[src/rtl/municao_multi.sv]
// Multi-slot projectile engine: fire/launch, per-frame upward motion with retirement,
// and a registered white-on-black overlay for the pixel currently being scanned.
module municao_multi #(
    parameter int NUM_SLOTS = 4,
    parameter int SPEED     = 4,
    parameter int BULLET_W  = 2,
    parameter int BULLET_H  = 20,
    parameter int SPAWN_Y   = 489,
    parameter int TOP_LIMIT = 3,
    parameter int H_BLANK   = 96,
    parameter int V_BLANK   = 2,
    localparam int CW       = $clog2(NUM_SLOTS + 1)
) (
    input  logic          clk,
    input  logic          reset,
    input  logic [9:0]    h_counter,
    input  logic [9:0]    v_counter,
    input  logic          frame_tick,
    input  logic          fire,
    input  logic [10:0]   fire_x,
    input  logic          clear,
    output logic          fire_ready,
    output logic [CW-1:0] active_count,
    output logic [7:0]    R,
    output logic [7:0]    G,
    output logic [7:0]    B
);
    localparam logic [9:0]  RETIRE_Y = 10'(TOP_LIMIT + SPEED);
    localparam logic [9:0]  SPEED_V  = 10'(SPEED);
    localparam logic [9:0]  SPAWN_V  = 10'(SPAWN_Y);
    localparam logic [11:0] BW12     = 12'(BULLET_W);
    localparam logic [11:0] BH12     = 12'(BULLET_H);
    localparam logic [9:0]  HB       = 10'(H_BLANK);
    localparam logic [9:0]  VB       = 10'(V_BLANK);

    logic [NUM_SLOTS-1:0]       act_q, act_d;
    logic [NUM_SLOTS-1:0][10:0] x_q, x_d;
    logic [NUM_SLOTS-1:0][9:0]  y_q, y_d;
    logic [NUM_SLOTS-1:0]       load;
    logic [CW-1:0]              cnt;
    logic                       taken;
    logic                       hit, lit_d, lit_q;
    logic [10:0]                h11, v11;

    // Load target comes from registered occupancy only, so a slot freed by
    // this cycle's frame_tick cannot be refilled until the following cycle.
    always_comb begin
        load  = '0;
        taken = 1'b0;
        for (int i = 0; i < NUM_SLOTS; i++) begin
            if (!act_q[i] && !taken) begin
                load[i] = fire;
                taken   = 1'b1;
            end
        end
    end

    always_comb begin
        act_d = act_q;
        x_d   = x_q;
        y_d   = y_q;
        for (int i = 0; i < NUM_SLOTS; i++) begin
            if (clear) begin
                act_d[i] = 1'b0;
            end else if (load[i]) begin
                act_d[i] = 1'b1;
                x_d[i]   = fire_x;
                y_d[i]   = SPAWN_V;
            end else if (frame_tick && act_q[i]) begin
                if (y_q[i] >= RETIRE_Y) y_d[i] = y_q[i] - SPEED_V;
                else                    act_d[i] = 1'b0;
            end
        end
    end

    always_comb begin
        cnt = '0;
        for (int i = 0; i < NUM_SLOTS; i++) cnt = cnt + CW'(act_q[i]);
    end

    assign fire_ready   = ~&act_q;
    assign active_count = cnt;

    // Right/bottom edges are formed in 12 bits so x near 2047 cannot wrap.
    assign h11 = {1'b0, h_counter};
    assign v11 = {1'b0, v_counter};

    always_comb begin
        hit = 1'b0;
        for (int i = 0; i < NUM_SLOTS; i++) begin
            if (act_q[i] &&
                (h11 >= x_q[i]) && ({1'b0, h11} < ({1'b0, x_q[i]} + BW12)) &&
                (v11 >= {1'b0, y_q[i]}) && ({1'b0, v11} < ({2'b0, y_q[i]} + BH12)))
                hit = 1'b1;
        end
    end

    assign lit_d = (h_counter > HB) && (v_counter > VB) && hit;

    always_ff @(posedge clk or negedge reset) begin
        if (!reset) begin
            act_q <= '0;
            x_q   <= '0;
            y_q   <= '0;
            lit_q <= 1'b0;
        end else begin
            act_q <= act_d;
            x_q   <= x_d;
            y_q   <= y_d;
            lit_q <= lit_d;
        end
    end

    assign R = {8{lit_q}};
    assign G = {8{lit_q}};
    assign B = {8{lit_q}};
endmodule

[config.mk]
export PLATFORM = sky130hd
export DESIGN_NAME = municao_multi
export DESIGN_NICKNAME = d
export VERILOG_FILES = /design/src/rtl/municao_multi.sv
export SDC_FILE = /design/constraint.sdc
export NUM_CORES = 1
export LEC_CHECK = 0
export ABC_AREA = 1
export BUFFER_PORTS_ARGS = -buffer_cell sky130_fd_sc_hd__buf_2
export CORE_MARGIN = 3
export CORE_UTILIZATION = 55
export CTS_CLUSTER_DIAMETER = 60
export DETAILED_ROUTE_END_ITERATION = 10
export GPL_ROUTABILITY_DRIVEN = 0
export PLACE_DENSITY_LB_ADDON = 0.12
export SYNTH_ARGS = -nofsm -noshare
export SYNTH_HDL_FRONTEND = slang
export SYNTH_SLANG_ARGS = --single-unit
[constraint.sdc]
create_clock -name clk -period 2.89 [get_ports clk]
set_clock_uncertainty 0.2 [all_clocks]
set_input_delay 0 -clock clk [delete_from_list [all_inputs] [get_ports clk]]
set_output_delay 0 -clock clk [all_outputs]
set_load 0.05 [all_outputs]
=== Word-level counts from Yosys, hierarchy flattened ===
Cells that the tools add are included.

* Flip-flop bits (word level): 89
* Word-level logic and storage cells: 150

* Equality and inequality tests: 4
* Add/sub/neg operators: 15
* Bitwise logic cells: 1
* Reductions and logical operators: 56
* $lt $le $gt $ge: 22
* Mux-type cells: 39

{| class="wikitable"
|+ Operators with widths
! cell !! number
|-
| $mux W10 || 12
|-
| $add A11 B2 Y12 const B || 4
|-
| $lt A10 B12 Y1 || 4
|-
| $add A10 B5 Y11 const B || 4
|-
| $ge A10 B11 Y1 || 4
|-
| $lt A10 B11 Y1 || 4
|-
| $ge A10 B10 Y1 || 4
|-
| $ge A10 B3 Y1 const B || 4
|-
| $sub A10 B3 Y10 const B || 4
|-
| $mux W1 || 27
|-
| $logic_and A1 B1 Y1 || 25
|-
| $reduce_and A2 Y1 || 8
|-
| $reduce_bool A2 Y1 || 8
|-
| $ne A3 B3 Y1 const B || 4
|-
| $reduce_and A3 Y1 || 4
|-
| $reduce_bool A3 Y1 || 4
|-
| $gt A10 B2 Y1 const B || 1
|-
| $gt A10 B7 Y1 const B || 1
|-
| $logic_not A1 Y1 || 6
|-
| $reduce_and A4 Y1 || 1
|-
| $add A2 B1 Y3 || 1
|-
| $add A3 B1 Y3 || 1
|-
| $add A1 B1 Y2 || 1
|-
| $not A1 Y1 || 1
|}

=== Longest topological paths before layout ===
Gate-level depths: netlist (run 1).

* Depth after elaboration: 11
* Mapped depth: 18

=== Worst setup path before layout (run 1) ===
Ideal clock, no wire load.

* Kind: reg-to-reg
* From: reg x_q[34] (netlist name)
* To: reg lit_q
* Setup time: 115 ps
* Path slack: 595 ps
* Stages on the path, launching flop included: 17
* Data required time: 2575 ps
* Clock period less this slack: 2295 ps
* Arrival: 1979 ps
* Buffers on the path: 0
* Path through: dfrtp_1 ha_1 nand2_1 nor2_1 nand3_1 xor2_1 ha_1 nand2_1 o21a_1 nand2_1 nand2_1 nand2_1 nand2_1 nand3_1 nand2_1 nor2_1 nor2_1

* Longest elaborated chain between the ends: 7
* Elaborated cells between the ends (all ways): 9
* Classes of those cells: add/sub (1); order compare (2); mux (1); reduce/logical (5)

{| class="wikitable"
|+ RTL lines
! item !! line !! text
|-
| from (decl) || 37 || <nowiki>logic [NUM_SLOTS-1:0][10:0] x_q, x_d;</nowiki>
|-
| from (signal assigned) || 103 || <nowiki>x_q <= '0;</nowiki>
|-
| from (signal assigned) || 108 || <nowiki>x_q <= x_d;</nowiki>
|-
| $add A11 B2 Y12 / $ge A10 B11 Y1 (equally long branches) || 92 || <nowiki>(h11 >= x_q[i]) && ({1'b0, h11} < ({1'b0, x_q[i]} + BW12)) &&</nowiki>
|-
| $lt A10 B12 Y1 / $logic_and A1 B1 Y1 (equally long branches) || 92, 91 ||
|-
| $logic_and A1 B1 Y1 (*) (2 in series) || 92 ||
|-
| $logic_and A1 B1 Y1 (*) || 93 || <nowiki>(v11 >= {1'b0, y_q[i]}) && ({1'b0, v11} < ({2'b0, y_q[i]} + BH12)))</nowiki>
|-
| $mux W1 (*) || 91 || <nowiki>if (act_q[i] &&</nowiki>
|-
| $logic_and A1 B1 Y1 (*) || 98 || <nowiki>assign lit_d = (h_counter > HB) && (v_counter > VB) && hit;</nowiki>
|-
| net lit_d || 42 || <nowiki>logic hit, lit_d, lit_q;</nowiki>
|-
| to (signal assigned) || 110 || <nowiki>lit_q <= lit_d;</nowiki>
|-
| to (decl) || 42 ||
|}

Mark *: on every way through the listed nets, which the timed path passes. The rest lies on a longest branch.
A chain may end at the register's enable or synchronous reset.

=== Worst setup path in the final report (run 1) ===
* From: reg y_q[2] (netlist name)
* To: reg lit_q

* Longest elaborated chain between the ends: 8
* Elaborated cells between the ends (all ways): 10
* Classes of those cells: add/sub (1); order compare (2); mux (4); reduce/logical (3)

{| class="wikitable"
|+ RTL lines
! item !! line !! text
|-
| from (decl) || 38 || <nowiki>logic [NUM_SLOTS-1:0][9:0] y_q, y_d;</nowiki>
|-
| from (signal assigned) || 109 || <nowiki>y_q <= y_d;</nowiki>
|-
| $add A10 B5 Y11 / $ge A10 B10 Y1 (equally long branches) || 93 ||
|-
| $lt A10 B11 Y1 / $logic_and A1 B1 Y1 (equally long branches) || 93, 92 ||
|-
| $logic_and A1 B1 Y1 (*) || 93 ||
|-
| $mux W1 (*) (4 in series) || 91 ||
|-
| $logic_and A1 B1 Y1 (*) || 98 ||
|-
| net lit_d || 42 ||
|}

Marks and branches as above.

==> metrics.md, run 1 <==
| Metric | Value |
|---|---|
| Sw Ratio | 44.9% |
| Pre-Repair DR Iteration Count | 5 |
| CP peak stage delay | 0.41 ns |
| Synth Warn # | 0 |
| Worst setup EP type | flip-flop |
| Core ar. | 15400 um2 |
| Syn Std Cell Area | 8820 um2 |
| Setup TNS | 0 ns |
| Root Buffer | clkbuf_16 |
| First-pass GRT wire length | 36900 um |
| DR vias | 8002 |
| Status | finished, final reports clean |
| Minimum clock period | 2.60 ns |
| Final setup viols | 0 |
| Power density over cell area | 633 nW/um2 |
| Post-Syn Instances | 1222 |
| Critical path data arrival time | 2.68 ns |
| Startpoint types | flip-flop |
| Delay-heaviest family, CP | simple AND/OR/NAND/NOR gates |
| Num CTS Buffers | 9 |
| Hold crit path type | in -> async |
| Number of nets in the layout | 1484 |
| Syn_area_per_cell | 7.22 um2 |
| CTS max path bufs | 2 |
| Fin. max-slew vios | 0 |
| Most common cell after layout, fill and taps aside | nand2_1 |
| Final instance area | 9680 um2 |
| Fin crit share | 90.1% |
| Max-slew headroom | 56.5% |
| Syn Nets | 1420 |
| Reg power frac | 28.1% |
| ANT nets after route | 0 |
| Fin util | 62.7% |
| Slew @ Worst Pin | 0.652 ns |
| Die area | 17600 um2 |
| Max Cap Viol | 0 |
| Row count | 45 |
| HPWL after detailed placement | 17700 um |
| DP Cell Count | 1468 |
| # diodes | 0 |
| Total Wirelength | 22400 um |
| Cell variety after synth | 42 |
| Vias in the first global route | 7449 |
| Leakage | 5.27 nW |
| Yosys reg bits | 85 |
| Maximum VDD drop | 0.323 mV |
| Crit path max-delay cell type | dfrtp_1 |
| Placed cell area | 9220 um2 |
| Global route total overflow | 0 |
| Initial drt markers | 510 |
| Clock Power Share | 18.8% |
| Buf/Inv on CP | 2 |
| Cell Count, Final, Fillers Out | 1501 |
| Max Fclk | 0.384 GHz |
| Average via count per standard cell | 5.33 |
| Share of cells above drive strength 1 | 9.30% |
| Starting Density | 57.2% |
| Switch Pwr | 2.75 mW |
| CTS HTree Levels | 3 |
| Combinational fraction of design power | 53.1% |
| Initial antenna violation count | 0 |
| P_int | 3.37 mW |
| I/O Pins | 64 |
| Die H | 133 um |
| Critical path class | reg -> reg |
| Layout area overhead | 9.72% |
| WL/cell | 14.9 um |
| Final worst slack | 0.287 ns |
| Final hold vios | 0 |
| Worst-Skew Late Latency | 0.35 ns |
| Commonest cells after routing, fill and taps aside | nand2_1 (298), inv_1 (163), ha_1 (161) |
| Place WS | 0.318 ns |
| Residual DRC | 0 |
| CTS clk-pin slew, worst paths | 0.06 ns |
| Sequential-to-total area share from yosys stat | 24.1% |
| Critical Path, Cell by Cell | inv_1 > o21ai_0 > nand3_1 > nor3_1 > xor2_1 > ha_1 > nand3b_1 > inv_1 > nand2_1 > nand2_1 > nor2_1 > nand3_1 > nand2_1 > nor2_1 > nor2_1 |
| Unrepaired setup endpoints after global routing | false |
| Total global-route track usage | 25.9% |
| Buffers on Ports | 63 |
| Largest net degree at the start of global routing | 49 |
| CTS tree | built |
| Largest fanout on the critical path | 5 |
| Clock tree sinks | 85 |
| Die Wd | 133 um |
| Required @ worst endpoint | 2.97 ns |
[routing by layer]
layer  routed length, um  share of wire, %  vias to the layer above  track usage, %
li1                    -                 -                     4110               -
met1               11200                50                     3665            37.6
met2                9780                44                      188            40.5
met3                 915               4.1                       39            3.04
met4                 498               2.2                        0            8.20
met5                   0                 0                        -               0
[logic make-up (layout without fill, tap and decap cells)]
logic type / after synthesis / in the layout / synth area share [%]
compound gates: 176 / 176 / 10.8
flops: 85 / 85 / 24.1
simple gates: 542 / 542 / 27.2
xor+xnor: 48 / 48 / 4.77
fa+ha+maj: 162 / 162 / 23.1
buf+inv: 209 / 277 / 10.1
[through the flow]
stage | hold slack, ns | power, mW
floorplan | -0.496 | 4.18
global placement | -0.133 | 4.86
detailed placement | -0.123 | 4.94
CTS | 0.0287 | 6.13
global route | 0.0530 | 6.78
finish | 0.00771 | 6.12
[power groups by stage]
stage               combinational (mW)  sequential (mW)  clock [mW]
finish                            3.25             1.72        1.15
global route                      3.80             1.76        1.22
CTS                               3.24             1.71        1.17
detailed placement                3.20             1.74           0
global placement                  3.14             1.73           0
floorplan                         2.52             1.66           0
[cell usage after synthesis, drive strengths merged]
library cell | n | area share [%]
nand2 | 304 | 13
inv | 173 | 7.4
ha | 161 | 23
nor2 | 107 | 5.2
o21ai | 92 | 5.3
dfrtp | 85 | 24
nand3 | 61 | 3.5
a21oi | 60 | 3.4
xor2 | 44 | 4.4
nand4 | 29 | 2.3
buf | 27 | 2.3
nor3 | 24 | 1.6
clkbuf | 9 | 0.43
nand3b | 9 | 0.77
o21a | 5 | 0.43
o21bai | 5 | 0.43
a21o | 4 | 0.34
nor4 | 4 | 0.28
or2 | 4 | 0.28
xnor2 | 4 | 0.40
a21boi | 3 | 0.26
o211ai | 3 | 0.26
a31oi | 2 | 0.14
a32o | 1 | 0.11
fa | 1 | 0.23
o31ai | 1 | 0.085
[registers in the layout (all words and copies together), names as in the netlist]
name,count
act_q,4
lit_q,1
y_q,36
x_q,44
[layout make-up]
| class | instances | area [um2] |
|---|---|---|
| well taps | 211 | 264 |
| inverters | 173 | 649 |
| fillers | 1483 | 5750 |
| flip-flops and latches | 85 | 2130 |
| repair buffers | 89 | 556 |
| clock buffers | 13 | 240 |
| multi-input cells | 928 | 5810 |
| clock inverters | 2 | 35.0 |
[timing repair]
item | CTS | global route
endpoints found under the hold margin | 100 | 0
setup endpoints to repair | 0 | 1
setup buffers | 0 | 1
gates resized for setup | 0 | 1
hold buffers | 17 | 0
[path summary, 6_finish.rpt]
path	cells past startpoint	slack, ns	to	start
max	15	0.29	lit_q	y_q[2]
max in group asynchronous	3	1.79	x_q[7]	reset
min reg2reg	1	0.27	y_q[0]	y_q[0]
min	2	0.008	x_q[13]	reset
max reg2reg	15	0.29	lit_q	y_q[2]
min in group clk	4	0.05	lit_q	h_counter[5]
No activity file was read; power rests on OpenSTA's default activity.
==> run 2: changes to the inputs <==
- CORE_UTILIZATION: 55 -> 63
- clock period: 2.89 -> 2.9 ns (I/O delays scaled with it)
==> run 2 against run 1 <==
Power up 2.6%. Fmax up 1.2%. Largest power group unchanged. Register-to-register slack better by 0.04 ns. Final area about the same. Sequential share of layout area about the same. Global-route usage up 2.9 points. Sequential power about the same. Flip-flop and latch count unchanged. Worst hold slack better by 0.033 ns.
==> metrics.md, run 2 (same netlist as run 1, synthesis figures left out) <==
| Metric | Value |
|---|---|
| FILL cells | 1179 (-20%) |
| Die area | 15500 um2 (-12%) |
| Residual DRC | 0 (unchanged) |
| Global route total overflow | 0 (unchanged) |
| Core ar. | 13500 um2 (-13%) |
| Unrepaired setup endpoints after global routing | false |
| Final setup viols | 0 (unchanged) |
| Fin util | 71.9% (+9.2 points) |
| Buffers on Ports | 63 (unchanged) |
| Average via count per standard cell | 5.49 (+2.9%) |
| Startpoint types | flip-flop |
| Fin crit share | 88.7% (-1.4 points) |
| # diodes | 0 (unchanged) |
| Worst setup EP type | flip-flop |
| Starting Density | 65.6% (+8.4 points) |
| Max reg flops | 44 (unchanged) |
| Fin. max-slew vios | 0 (unchanged) |
| Place WS | 0.292 ns (-0.0267 ns) |
| CTS HTree Levels | 3 (unchanged) |
| Required @ worst endpoint | 2.98 ns (about the same) |
| Most common cell after layout, fill and taps aside | nand2_1 |
| Final worst slack | 0.327 ns (+0.0402 ns) |
| Root Buffer | clkbuf_16 |
| Layout area overhead | 9.65% (about the same) |
| Die H | 124 um (-6.3%) |
| Leakage | 5.29 nW (+0.25%) |
| Row count | 42 (-6.7%) |
| Worst-Skew Late Latency | 0.35 ns (about the same) |
| ANT nets after route | 0 (unchanged) |
| I/O Pins | 64 (unchanged) |
| Top reg by flops | x_q |
| Die Wd | 124 um (-6.3%) |
| Maximum VDD drop | 0.515 mV (+59%) |
| Share of cells above drive strength 1 | 9.39% (+0.085 points) |
| WL/cell | 15.3 um (+2.2%) |
| Slew @ Worst Pin | 0.756 ns (+0.103 ns) |
| Top Registers | x_q (44), y_q (36), act_q (4) |
| Pre-Repair DR Iteration Count | 5 (unchanged) |
| Num CTS Buffers | 9 (unchanged) |
| Max Fclk | 0.389 GHz (+1.2%) |
| Hold crit path type | in -> reg |
| Power density over cell area | 649 nW/um2 (+2.6%) |
| DP Cell Count | 1432 (-2.5%) |
| HPWL after detailed placement | 17000 um (-3.9%) |
| DR vias | 8039 (+0.46%) |
| First-pass GRT wire length | 36600 um (-0.82%) |
| Cell Count, Final, Fillers Out | 1465 (-2.4%) |
| Initial drt markers | 683 (+34%) |
| Critical path class | reg -> reg |
| Post-CTS setup buffers | 0 (unchanged) |
| CTS tree | built |
| Setup TNS | 0 ns (unchanged) |
| Critical path data arrival time | 2.66 ns (-0.02 ns) |
| Number of nets in the layout | 1482 (-0.13%) |
| Minimum clock period | 2.57 ns (-0.0302 ns) |
| Commonest cells after routing, fill and taps aside | nand2_1 (298), inv_1 (163), ha_1 (161) |
| CTS max path bufs | 2 (unchanged) |
| Clock tree sinks | 85 (unchanged) |
| Largest fanout on the critical path | 5 (unchanged) |
| CTS clk-pin slew, worst paths | 0.06 ns (about the same) |
| Total Wirelength | 22400 um (-0.26%) |
| Final hold vios | 0 (unchanged) |
| Largest net degree at the start of global routing | 58 (+18%) |
| Max-slew headroom | 49.6% (-6.9 points) |
| Max Cap Viol | 0 (unchanged) |
| Total global-route track usage | 28.8% (+2.9 points) |
| Initial antenna violation count | 0 (unchanged) |
| Status | finished, final reports clean |
| Vias in the first global route | 7570 (+1.6%) |
-- run 2: cell count changes in the layout (fill, tap and decap cells not counted), sizes merged --
cell and change:
buf -2, clkinv -1, clkinvlp +1, bufinv +1
-- run 2: cell type report --
class / count / area [um2] / area share [%]
repair buffers: 87 / 541 / 5.59
multi-input cells: 928 / 5810 / 60.0
clock inverters: 3 / 67.6 / 0.699
inverters: 173 / 649 / 6.71
clock buffers: 13 / 260 / 2.69
flip-flops and latches: 85 / 2130 / 22.0
well taps: 176 / 220 / 2.28
-- run 2: power breakdown --
| group | internal, mW | leakage, nW | switching [mW] |
|---|---|---|---|
| combinational | 1.25 | 4.17 | 1.99 |
| sequential | 1.44 | 0.964 | 0.279 |
| clock | 0.804 | 0.156 | 0.510 |
-- run 2: worst paths after layout --
kind                               from  endpoint  slack (ns)  depth (start not counted)
min in group asynchronous         reset    x_q[4]        0.05                          2
min reg2reg                     y_q[10]   y_q[10]        0.28                          1
max reg2reg                     y_q[13]     lit_q        0.33                         17
min                        h_counter[0]     lit_q        0.04                          6
max in group asynchronous         reset   y_q[12]        1.72                          3
max                             y_q[13]     lit_q        0.33                         17
-- run 2: metrics by stage --
step	hold WS (ns)	instance area, um2	power [mW]
final	0.0407	9670	6.28
after global routing	0.0664	9670	6.88
after CTS	0.0267	9670	6.27
after detailed placement	-0.0909	9170	4.91
after global placement	-0.0864	9170	4.82
after floorplan	-0.496	8820	4.16
-- run 2: worst max-delay path, cell delays in order, from the launching register on --
cell	delay [ns]
dfrtp_1	0.42
inv_1	0.10
o21ai_0	0.16
inv_1	0.07
nor2_1	0.16
inv_1	0.07
nor3_1	0.18
xor2_1	0.17
ha_1	0.28
nand3b_1	0.10
nand2_1	0.05
inv_1	0.05
nand2_1	0.04
nor2_1	0.14
nand3_1	0.10
nand2_1	0.08
nor2_1	0.04
nor2_1	0.09
-- run 2: metal layers --
metal	up-vias	GRT usage [%]	wire, um
met1	3660	40.2	10200
met5	-	0	0
li1	4110	-	-
met3	31	4.12	1380
met4	0	8.96	452
met2	238	46.4	10300
-- run 2: timing repair --
| item | 4_1_cts | 5_1_grt |
|---|---|---|
| gates resized for setup | 0 | 1 |
| setup endpoints to repair | 0 | 1 |
| hold buffers | 17 | 0 |
| hold endpoints to repair | 112 | 0 |
